### config.mk
export PLATFORM = sky130hd
export DESIGN_NAME = tick_scheduler
export DESIGN_NICKNAME = d
export VERILOG_FILES = /design/src/rtl/tick_sched_pkg.sv /design/src/rtl/tick_scheduler_div.sv /design/src/rtl/tick_scheduler.sv
export SDC_FILE = /design/constraint.sdc
export NUM_CORES = 1
export LEC_CHECK = 0
export CORE_MARGIN = 1.5
export CORE_UTILIZATION = 43
export CTS_CLUSTER_DIAMETER = 120
export DETAILED_ROUTE_END_ITERATION = 16
export GPL_TIMING_DRIVEN = 0
export PLACE_DENSITY = 0.63
export REMOVE_ABC_BUFFERS = 1
export SLEW_MARGIN = 20
export SYNTH_ARGS = -nofsm -noshare
export SYNTH_HDL_FRONTEND = slang
export SYNTH_SLANG_ARGS = --single-unit
### constraint.sdc
create_clock -name Clk_50M -period 3.9 [get_ports Clk_50M]
set_clock_uncertainty 0.15 [all_clocks]
set_input_delay 1.17 -clock Clk_50M [delete_from_list [all_inputs] [get_ports Clk_50M]]
set_output_delay 1.17 -clock Clk_50M [all_outputs]
set_load 0.005 [all_outputs]
### src/rtl/tick_sched_pkg.sv
// Shared constants and config FSM encoding
// for the three-channel tick scheduler.
package tick_sched_pkg;

  localparam int CNT_W = 27;
  localparam int NCH = 3;

  localparam int HALF0_INIT = 25000;
  localparam int HALF1_INIT = 5000;
  localparam int HALF2_INIT = 25000000;

  typedef enum logic [1:0] {
    IDLE = 2'd0,
    PEND = 2'd1,
    DONE = 2'd2
  } cfg_state_t;

endpackage

### src/rtl/tick_scheduler_div.sv
// One divider channel: counter, half-period,
// enable, divided clock level and tick pulse.
module div_channel #(
  parameter int W = 27,
  parameter int HALF_INIT = 25000
) (
  input  logic         clk,
  input  logic         rst_n,
  input  logic         apply,
  input  logic [W-1:0] new_half,
  input  logic         new_en,
  output logic         boundary,
  output logic         level,
  output logic         running,
  output logic         tick
);

  logic [W-1:0] cnt;
  logic [W-1:0] half_q;

  assign boundary = running && (cnt == half_q - W'(1));

  // Apply only swaps half/enable; the toggle at the
  // boundary itself always uses the current state.
  always_ff @(posedge clk) begin
    if (!rst_n) begin
      cnt     <= '0;
      half_q  <= W'(HALF_INIT);
      running <= 1'b1;
      level   <= 1'b0;
      tick    <= 1'b0;
    end else begin
      if (!running) begin
        cnt   <= '0;
        level <= 1'b0;
        tick  <= 1'b0;
      end else if (boundary) begin
        cnt   <= '0;
        level <= ~level;
        tick  <= 1'b1;
      end else begin
        cnt  <= cnt + W'(1);
        tick <= 1'b0;
      end
      if (apply) begin
        half_q  <= new_half;
        running <= new_en;
      end
    end
  end

endmodule

### src/rtl/tick_scheduler.sv
// Config FSM, shadow register and apply-point
// selection around three divider channels.
module tick_scheduler #(
  parameter int CNT_W = tick_sched_pkg::CNT_W,
  parameter int HALF0_INIT = tick_sched_pkg::HALF0_INIT,
  parameter int HALF1_INIT = tick_sched_pkg::HALF1_INIT,
  parameter int HALF2_INIT = tick_sched_pkg::HALF2_INIT
) (
  input  logic             Clk_50M,
  input  logic             Rst_n,
  input  logic             cfg_valid,
  output logic             cfg_ready,
  input  logic [1:0]       cfg_ch,
  input  logic [CNT_W-1:0] cfg_half,
  input  logic             cfg_en,
  output logic             cfg_err,
  output logic [2:0]       clk_out,
  output logic [2:0]       tick
);

  import tick_sched_pkg::*;

  cfg_state_t state;
  cfg_state_t state_nx;

  logic [1:0]       sh_ch;
  logic [CNT_W-1:0] sh_half;
  logic             sh_en;

  logic accept;
  logic bad;

  logic [NCH-1:0] boundary;
  logic [NCH-1:0] running;
  logic [NCH-1:0] apply;

  assign accept = cfg_valid & cfg_ready;
  assign bad = (cfg_ch == 2'd3) ||
               (cfg_half < CNT_W'(2));

  // A stopped channel applies at once; a running one
  // waits for a boundary, and for a disable only the
  // falling one so it stops low.
  always_comb begin
    apply = '0;
    for (int i = 0; i < NCH; i++) begin
      if (state == PEND && sh_ch == 2'(i)) begin
        apply[i] = !running[i] ||
                   (boundary[i] &&
                    (sh_en || clk_out[i]));
      end
    end
  end

  always_comb begin
    state_nx = state;
    unique case (state)
      IDLE: if (accept && !bad) state_nx = PEND;
      PEND: if (|apply) state_nx = DONE;
      DONE: state_nx = IDLE;
      default: state_nx = IDLE;
    endcase
  end

  always_ff @(posedge Clk_50M) begin
    if (!Rst_n) begin
      state     <= IDLE;
      cfg_ready <= 1'b0;
      cfg_err   <= 1'b0;
      sh_ch     <= '0;
      sh_half   <= '0;
      sh_en     <= 1'b0;
    end else begin
      state     <= state_nx;
      cfg_ready <= (state_nx == IDLE);
      cfg_err   <= accept && bad;
      if (accept && !bad) begin
        sh_ch   <= cfg_ch;
        sh_half <= cfg_half;
        sh_en   <= cfg_en;
      end
    end
  end

  for (genvar g = 0; g < NCH; g++) begin : g_ch
    div_channel #(
      .W(CNT_W),
      .HALF_INIT(g == 0 ? HALF0_INIT :
                 g == 1 ? HALF1_INIT : HALF2_INIT)
    ) u_ch (
      .clk(Clk_50M),
      .rst_n(Rst_n),
      .apply(apply[g]),
      .new_half(sh_half),
      .new_en(sh_en),
      .boundary(boundary[g]),
      .level(clk_out[g]),
      .running(running[g]),
      .tick(tick[g])
    );
  end

endmodule

==> results of run 1 <==
final cells by class:
cell class                      instances  share of cell area
Tap cell                              330              0.0325
Sequential cell                       205               0.324
Multi-Input combinational cell        993               0.523
Inverter                               30             0.00888
Clock inverter                         12              0.0107
Timing Repair Buffer                   50              0.0443
Clock buffer                           34              0.0575
cell families after synthesis:
logic type | share of synthesized area
compound gates | 0.0805
buf+inv | 0.0401
simple gates | 0.272
mux | 0.0943
flops | 0.371
fa+ha+maj | 0.00679
xor+xnor | 0.135
stage by stage:
stage	hold slack, ns	util	total power, mW
floorplan	0.290	-	2.27
global placement	0.307	0.458	2.37
detailed placement	0.318	0.464	2.37
CTS	0.326	0.501	4.74
global route	0.336	0.504	4.85
finish	0.323	0.504	4.69
critical path, cell delays in order (launching register included):
cell and delay, ns:
dfxtp_1 0.38, or3_1 0.44, or2_1 0.36, xnor2_1 0.17, or4_1 0.53, a2111oi_2 0.38
o211ai_1 0.22, o31ai_4 0.24, and2_2 0.31, buf_12 0.22, mux2i_1 0.21
state kept, by name (all words and copies together), names as in the netlist:
| signal | cells |
|---|---|
| sh_en | 1 |
| sh_ch | 2 |
| g_ch.u_ch.level | 3 |
| g_ch.u_ch.cnt | 81 |
| g_ch.u_ch.running | 3 |
| cfg_err | 1 |
| g_ch.u_ch.half_q | 81 |
| cfg_ready | 1 |
| state | 2 |
| g_ch.u_ch.tick | 3 |
| sh_half | 27 |
what timing repair did:
item                                    in CTS  in global routing
pin swaps                                    3                  1
buffers inserted                             3                  2
gates resized for setup                      9                  5
endpoints found under the setup margin     115                113
final timing paths:
check	endpoint	start	cells after the start
setup / recovery	g_ch[2].u_ch.half_q[10]	g_ch[2].u_ch.half_q[2]	10
hold / removal	g_ch[2].u_ch.half_q[26]	g_ch[2].u_ch.half_q[26]	2
setup reg to reg	g_ch[2].u_ch.half_q[10]	g_ch[2].u_ch.half_q[2]	10
hold reg to reg	g_ch[2].u_ch.half_q[26]	g_ch[2].u_ch.half_q[26]	2
cell usage after synthesis (28+ instances only):
library cell | n | area, um2
xor2_1 | 95 | 832
mux2i_1 | 103 | 1030
nand3_1 | 69 | 345
inv_1 | 30 | 113
nor2_1 | 138 | 518
dfxtp_1 | 205 | 4100
xnor2_1 | 73 | 639
nor2b_1 | 79 | 494
and3_1 | 28 | 175
nor3_1 | 41 | 205
nor4_1 | 35 | 219
clkbuf_1 | 43 | 161
nand2_1 | 102 | 383
per-layer routing:
metal  routed length [um]  global-route usage
met4                  634              0.0580
met2                11900               0.326
met3                  851              0.0234
met5                    0                   0
met1                13100               0.275
power groups by stage:
| stage | Clock [mW] | Combinational (mW) | Sequential, mW |
|---|---|---|---|
| 3_3_place_gp | 0 | 0.167 | 2.20 |
| 4_1_cts | 2.42 | 0.166 | 2.16 |
| 6_report | 2.37 | 0.165 | 2.16 |
| 2_1_floorplan | 0 | 0.0838 | 2.18 |
| 3_5_place_dp | 0 | 0.164 | 2.21 |
| 5_1_grt | 2.51 | 0.181 | 2.16 |
==> metrics, run 1 <==
Worst Max-Slew Pin Slew=0.874 ns; final worst-path cycle share=0.947; initial antenna violation count=0; final non-filler cell area=around 13000 um2; CTS tree=done; Iter 0 DRT Violations=approximately 450; most common cell after layout, fill and taps aside=dfxtp_1; fin worst setup slack=between 0.2 and 0.25 ns; largest net degree at the start of global routing=~120; fmax=around 270 MHz; register area share after synthesis=0.371; Port Buffer Count=40; max cap viols=0; Worst Hold Class=flop to flop; setup TNS=0 ns; Layout area overhead=14.7%; RSZ-0062 raised after global routing=false; worst slack, placed=-0.990 ns; P_leak=between 5 and 6 nW; FFs w/ async S/R, synth=0; Final #Nets=1344; fill count=~2400; Syn Area/Cell=~8.5 um2; CTS Buffer Depth=3; Yosys Warn Count=0; CTS Buf Count=25; pwr dens=between 300 and 400 nW/um2; most frequent cells in the layout=205 x dfxtp_1, 138 x nor2_1, 103 x mux2i_1, 102 x nand2_1, 95 x xor2_1; cell-internal power=about 3.6 mW; # rows=58; worst setup path class=flop to flop; fin cells=1654; Logic pwr share=0.035; grt total ovfl=0; Routed WL per cell=about 16 um; placed insts=between 1500 and 2000; Die Area=roughly 27000 um2; area of the multi-input gates=roughly 6600 um2; Final Hold Vio Count=0; synthesized instance count=1298; Worst-path clk slew=0.06 ns; wirelength, routed=26500 um; DRT Pass-1 Iters=4; outcome=completed; WP data arrival=about 4.0 ns; Slew Viols, Final=0; Critical Path RT=4.20 ns; worst-skew pair later-pin latency=~0.53 ns; via density per instance=5.39; Post-synth EDFFs=0; Switching Fraction=0.223; hold buffers post-CTS=0; Synth Cell Area=approximately 11000 um2; Top-Level Pins=between 40 and 50; hpwl dp=19400 um; r2r setup slk=slightly above 0.2 ns; DRC violations left=0; n_diodes=0; first-pass GRT wire length=~43000 um; worst vdd ir=between 300 and 400 uV; nature of the critical path endpoint=flop; Antenna Nets Post-Route=0; Placed Area=~12000 um2; Seq pwr share=0.460; core area=25200 um2; Die W=~160 um; initial core utilization=0.439; Distinct cells, synth=67; share of post-route cells with drive strength above 1=0.0665; vias in the first global route=roughly 8300; post-route minimum period=~3.7 ns; Sink Count=205; H-tree levels=1; CP Launch Type=flop; Max-slew headroom=0.412; Root Buffer=clkbuf_16; Chip Height=163 um; post-synthesis register bit count=205; vias=approximately 9000; gr usage total=0.199; gp weighted congestion=about 0.86; CP Max Fanout=25; part of the power in the clock network=0.505; final setup violation count=0; top_reg_cell synth=dfxtp_1; switching power total=~1.0 mW; FF+latch area=4100 um2
(Power assumes the default switching activity.)
==> inputs of run 2 (changes only) <==
--- a/config.mk
+++ b/config.mk
@@ -9,7 +9,6 @@
 export CORE_UTILIZATION = 43
 export CTS_CLUSTER_DIAMETER = 120
 export DETAILED_ROUTE_END_ITERATION = 16
-export GPL_TIMING_DRIVEN = 0
 export PLACE_DENSITY = 0.63
 export REMOVE_ABC_BUFFERS = 1
 export SLEW_MARGIN = 20
==> metrics, run 2 (synthesized netlist as in run 1, its figures left out) <==
CP Max Fanout=25; H-tree levels=1; max cap viols=0; worst vdd ir=344 uV; fin worst setup slack=0.267 ns; Chip Height=between 150 and 200 um; n_diodes=0; Top-Level Pins=41; core area=25200 um2; initial core utilization=0.439; post-route minimum period=between 3 and 4 ns; Die W=about 160 um; WP data arrival=3.93 ns; most common cell after layout, fill and taps aside=dfxtp_1; # Post-CTS Setup Buffers=0; Hold Slack=around 0.32 ns; slowest CP cell=or4_1; final setup violation count=0; kind of cell adding the most delay to the critical path=compound AO/OA/AOI/OAI gates; pwr dens=~370 nW/um2; most frequent cells in the layout=205 x dfxtp_1, 138 x nor2_1, 103 x mux2i_1, 102 x nand2_1, 95 x xor2_1; Worst Hold Class=flop to flop; largest net degree at the start of global routing=between 50 and 60; FF+latch area=4100 um2; gp weighted congestion=0.855; vias in the first global route=8698; initial antenna violation count=0; P_leak=5.13 nW; final worst-path cycle share=0.931; Max-slew headroom=0.516; CTS Buffer Depth=3; Routed WL per cell=~17 um; grt total ovfl=0; Iter 0 DRT Violations=slightly above 600; Critical Path RT=approximately 4.2 ns; # rows=58; area of the multi-input gates=about 6500 um2; max incr delay on CP=~0.55 ns; Cell Chain, Critical Path=inv_1, ha_1, o21ba_1, a221oi_1, a41oi_1, or4_1, a2111oi_1, o211ai_1, o31ai_1, and2_1, buf_12, mux2i_1; CP Launch Type=flop; worst slack, placed=approximately 0.22 ns; Worst Max-Slew Pin Slew=between 0.7 and 0.8 ns; Die Area=26700 um2; CTS tree=done; wirelength, routed=around 28000 um; Final Hold Vio Count=0; share of post-route cells with drive strength above 1=0.0770; CTS Buf Count=24; Worst-path clk slew=0.06 ns; Slew Viols, Final=0; worst-skew pair later-pin latency=0.52 ns; fill count=~2300; DRC violations left=0; worst setup path class=flop to flop; vias=9047; first-pass GRT wire length=45300 um; total power draw=approximately 4.7 mW; RSZ-0062 raised after global routing=false; Top Registers=g_ch.u_ch.cnt x81, g_ch.u_ch.half_q x81, sh_half x27; CP Buf/Inv Count=2; nature of the critical path endpoint=flop; via density per instance=5.39; Final #Nets=1371; Final Util=0.507; Antenna Nets Post-Route=0; outcome=completed; Layout area overhead=15.4%; DRT Pass-1 Iters=5; Port Buffer Count=40; gr usage total=0.212; hpwl dp=~20000 um; fmax=275 MHz; Root Buffer=clkbuf_16; Sink Count=around 210
## run 2: cell types whose count changed in the layout (fill, tap and decap cells not counted), sizes merged
cell and delta:
bufinv +1, clkinvlp +1, clkbuf -4, clkinv +2, buf +28, inv -2
## run 2: what timing repair did
| item | in CTS | in global routing |
|---|---|---|
| setup endpoints to repair | 0 | 32 |
| hold buffers | 0 | 0 |
| gates resized for setup | 0 | 2 |
## run 2: cell type report
cell class | count | area share
multi-input combinational | 993 | 0.512
clock inverter | 14 | 0.0128
clock buffer | 30 | 0.0537
inverter | 30 | 0.00883
tap | 330 | 0.0324
timing repair buffer | 78 | 0.0585
sequential | 205 | 0.322
## run 2: worst paths after layout
| check | from | endpoint | slack [ns] | depth (start not counted) |
|---|---|---|---|---|
| setup / recovery | g_ch[2].u_ch.half_q[1] | g_ch[2].u_ch.half_q[2] | 0.27 | 12 |
| hold / removal | g_ch[1].u_ch.cnt[0] | g_ch[1].u_ch.cnt[0] | 0.32 | 1 |
| setup reg to reg | g_ch[2].u_ch.half_q[1] | g_ch[2].u_ch.half_q[2] | 0.27 | 12 |
| hold reg to reg | g_ch[1].u_ch.cnt[0] | g_ch[1].u_ch.cnt[0] | 0.32 | 1 |
## run 2: report_power, final
part	switching [mW]	total [mW]	internal (mW)
clock	0.909	2.35	1.44
sequential	0.0421	2.16	2.12
combinational	0.0867	0.178	0.0910
## run 2: worst register-to-register path, cell delays in order, from the launching register on
cell,delay (ns)
dfxtp_1,0.38
inv_1,0.06
ha_1,0.23
o21ba_1,0.20
a221oi_1,0.28
a41oi_1,0.07
or4_1,0.55
a2111oi_1,0.46
o211ai_1,0.17
o31ai_1,0.35
and2_1,0.25
buf_12,0.21
mux2i_1,0.21
## run 2: per-layer routing
layer | part of all wire | GRT usage
met1 | 0.49 | 0.292
met2 | 0.45 | 0.347
met3 | 0.031 | 0.0251
met4 | 0.023 | 0.0584
met5 | 0 | 0
## run 2: through the flow
step	TNS, ns	area, um2	cells
2_1_floorplan	-44.29	10700	1228
3_3_place_gp	0	11900	1636
3_5_place_dp	0	11900	1636
4_1_cts	0	12700	1680
5_1_grt	0	12800	1680
6_report	0	12800	1680
==> RTL edit (config.mk and constraints of run 2) <==
Change the package constant `CNT_W` from 27 to 54.
--- a/src/rtl/tick_sched_pkg.sv
+++ b/src/rtl/tick_sched_pkg.sv
@@ -4,3 +4,3 @@
 
-  localparam int CNT_W = 27;
+  localparam int CNT_W = 54;
   localparam int NCH = 3;
Interface: changed (resized cfg_half); port bits go from 41 to 68. No check against the original RTL was run, so the function may have changed too.
==> RTL edit against run 2 <==
- routed wire length grew to 2.7 times the old value
- sequential cell count increased by 189
- utilization up 4.5 points
- combinational power rose by 110%
- clock power increased by 83%
- design area up 120%
- hold slack lost 0.99 ps
- worst setup slack got worse by 430 ps
- first-iteration DRC count increased to 2.6 times the old value
- synthesized area grew 98%
- total power grew 88%
- the run now ends with negative setup slack left
==> RTL edit: results (changes against run 2) <==
| Metric | Value |
|---|---|
| Fillers | `4,586 (was 2,311)` |
| Worst r2r src | `g_ch[2].u_ch.half_q[6] (was g_ch[2].u_ch.half_q[1])` |
| Reg2reg end | `g_ch[2].u_ch.cnt[46] (was g_ch[2].u_ch.half_q[2])` |
| Worst-Skew Late Latency | `600 ps (was 520 ps)` |
| Hold Crit Start | `g_ch[2].u_ch.half_q[52] (was g_ch[1].u_ch.cnt[0])` |
| IO buf count | `67 (was 40)` |
| P_int | `6.74 mW (was 3.65 mW)` |
| Post-Synthesis Cells | `2,574 (was 1,298)` |
| # setup viols final | `88 (was 0)` |
| Hold Path Cell Cnt | `2 (was 1)` |
| First-pass DRT Iterations | `7 (was 5)` |
| Dpl cells | `3,448 (was 1,636)` |
| Worst-path maximum fanout | `7 (was 25)` |
| Layout net count | `2,918 (was 1,371)` |
| First-pass GRT wire length | `113,000 um (was 45,300 um)` |
| Final worst slack | `-159 ps (was 267 ps)` |
| Hold worst-path end | `g_ch[2].u_ch.half_q[52] (was g_ch[1].u_ch.cnt[0])` |
| Dpl cell area | `0.0250 sq mm (was 0.0119 sq mm)` |
| Commonest cells post-synth | `nor2_1, dfxtp_1, nand2_1 (was dfxtp_1, nor2_1, mux2i_1)` |
| Compound-gate portion of the synthesized area | `6.66% (was 8.05%)` |
| Pwr dens | `318 mW/mm^2 (was 368 mW/mm^2)` |
| Worst hold slack | `322 ps (was 323 ps)` |
| Violated checks | `negative setup slack` |
| Post-synthesis sequential area ratio | `36.1% (was 37.1%)` |
| Via Count | `20.0k (was 9,047)` |
| Drt initial violations | `1,554 (was 608)` |
| Multiplexer share of the synthesized area | `9.80% (was 9.43%)` |
| H-tree depth | `2 (was 1)` |
| Post-synth top area share | `36.1% (was 37.1%)` |
| Num CTS Buffers | `43 (was 24)` |
| Status | `complete, but fails checks (was complete, no violations)` |
| Largest registers | `g_ch.u_ch.cnt: 162 flops, g_ch.u_ch.half_q: 162 flops, sh_half: 54 flops (was g_ch.u_ch.cnt: 81 flops, g_ch.u_ch.half_q: 81 flops, sh_half: 27 flops)` |
| Yosys cell types | `88 (was 67)` |
| Drt wl/cell | `21.0 um (was 16.5 um)` |
| P_seq | `4.14 mW (was 2.16 mW)` |
| Largest net degree at the start of global routing | `77 (was 54)` |
| Largest cells by area after synthesis | `dfxtp_1, mux2i_1, xnor2_1 (was dfxtp_1, mux2i_1, xor2_1)` |
| Final RePlAce weighted congestion | `0.973 (was 0.855)` |
## RTL edit: worst register-to-register path, cell delays in order, from the launching register on
cell	delay (ps)
dfxtp_2	340
nor4_4	270
buf_4	190
nand4_4	140
buf_6	160
buf_4	130
nor4_1	350
xnor2_1	140
a21oi_1	340
o2111a_1	270
o211ai_1	210
a2111oi_4	410
buf_4	210
nand3b_1	170
buf_6	190
clkbuf_16	230
nor2_4	50
## RTL edit: area by class of cell
class	instances	area share, %
inverters	41	0.565
multi-input cells	2011	50.7
clock inverters	23	1.05
well taps	672	3.04
repair buffers	361	11.9
flip-flops and latches	394	28.5
clock buffers	51	4.17
## RTL edit: worst max path at each step
stage | to | depth (start not counted) | start
5_1_grt | g_ch[2].u_ch.cnt[5] | 16 | g_ch[2].u_ch.half_q[0]
3_3_place_gp | g_ch[2].u_ch.cnt[51] | 16 | g_ch[2].u_ch.half_q[0]
2_1_floorplan | state[1] | 12 | g_ch[0].u_ch.half_q[0]
4_1_cts | g_ch[2].u_ch.cnt[52] | 14 | g_ch[2].u_ch.half_q[27]
3_5_place_dp | g_ch[2].u_ch.cnt[52] | 16 | g_ch[2].u_ch.half_q[0]
6_report | g_ch[2].u_ch.cnt[46] | 16 | g_ch[2].u_ch.half_q[6]
## RTL edit: routing by layer
| layer | routed length (um) | share of wire (%) | GRT usage (%) | vias to the layer above |
|---|---|---|---|---|
| met4 | 2330 | 3.1 | 9.62 | 0 |
| met5 | 0 | 0 | 0 | - |
| li1 | - | - | - | 9573 |
| met2 | 33600 | 45 | 44.2 | 562 |
| met3 | 4240 | 5.7 | 3.57 | 129 |
| met1 | 34400 | 46 | 37.3 | 9761 |
## RTL edit: timing repair
item	in CTS	in global routing
cloned	3	5
setup endpoints to repair	222	301
setup buffers	8	16
gates resized for setup	49	161
pin swaps	31	76
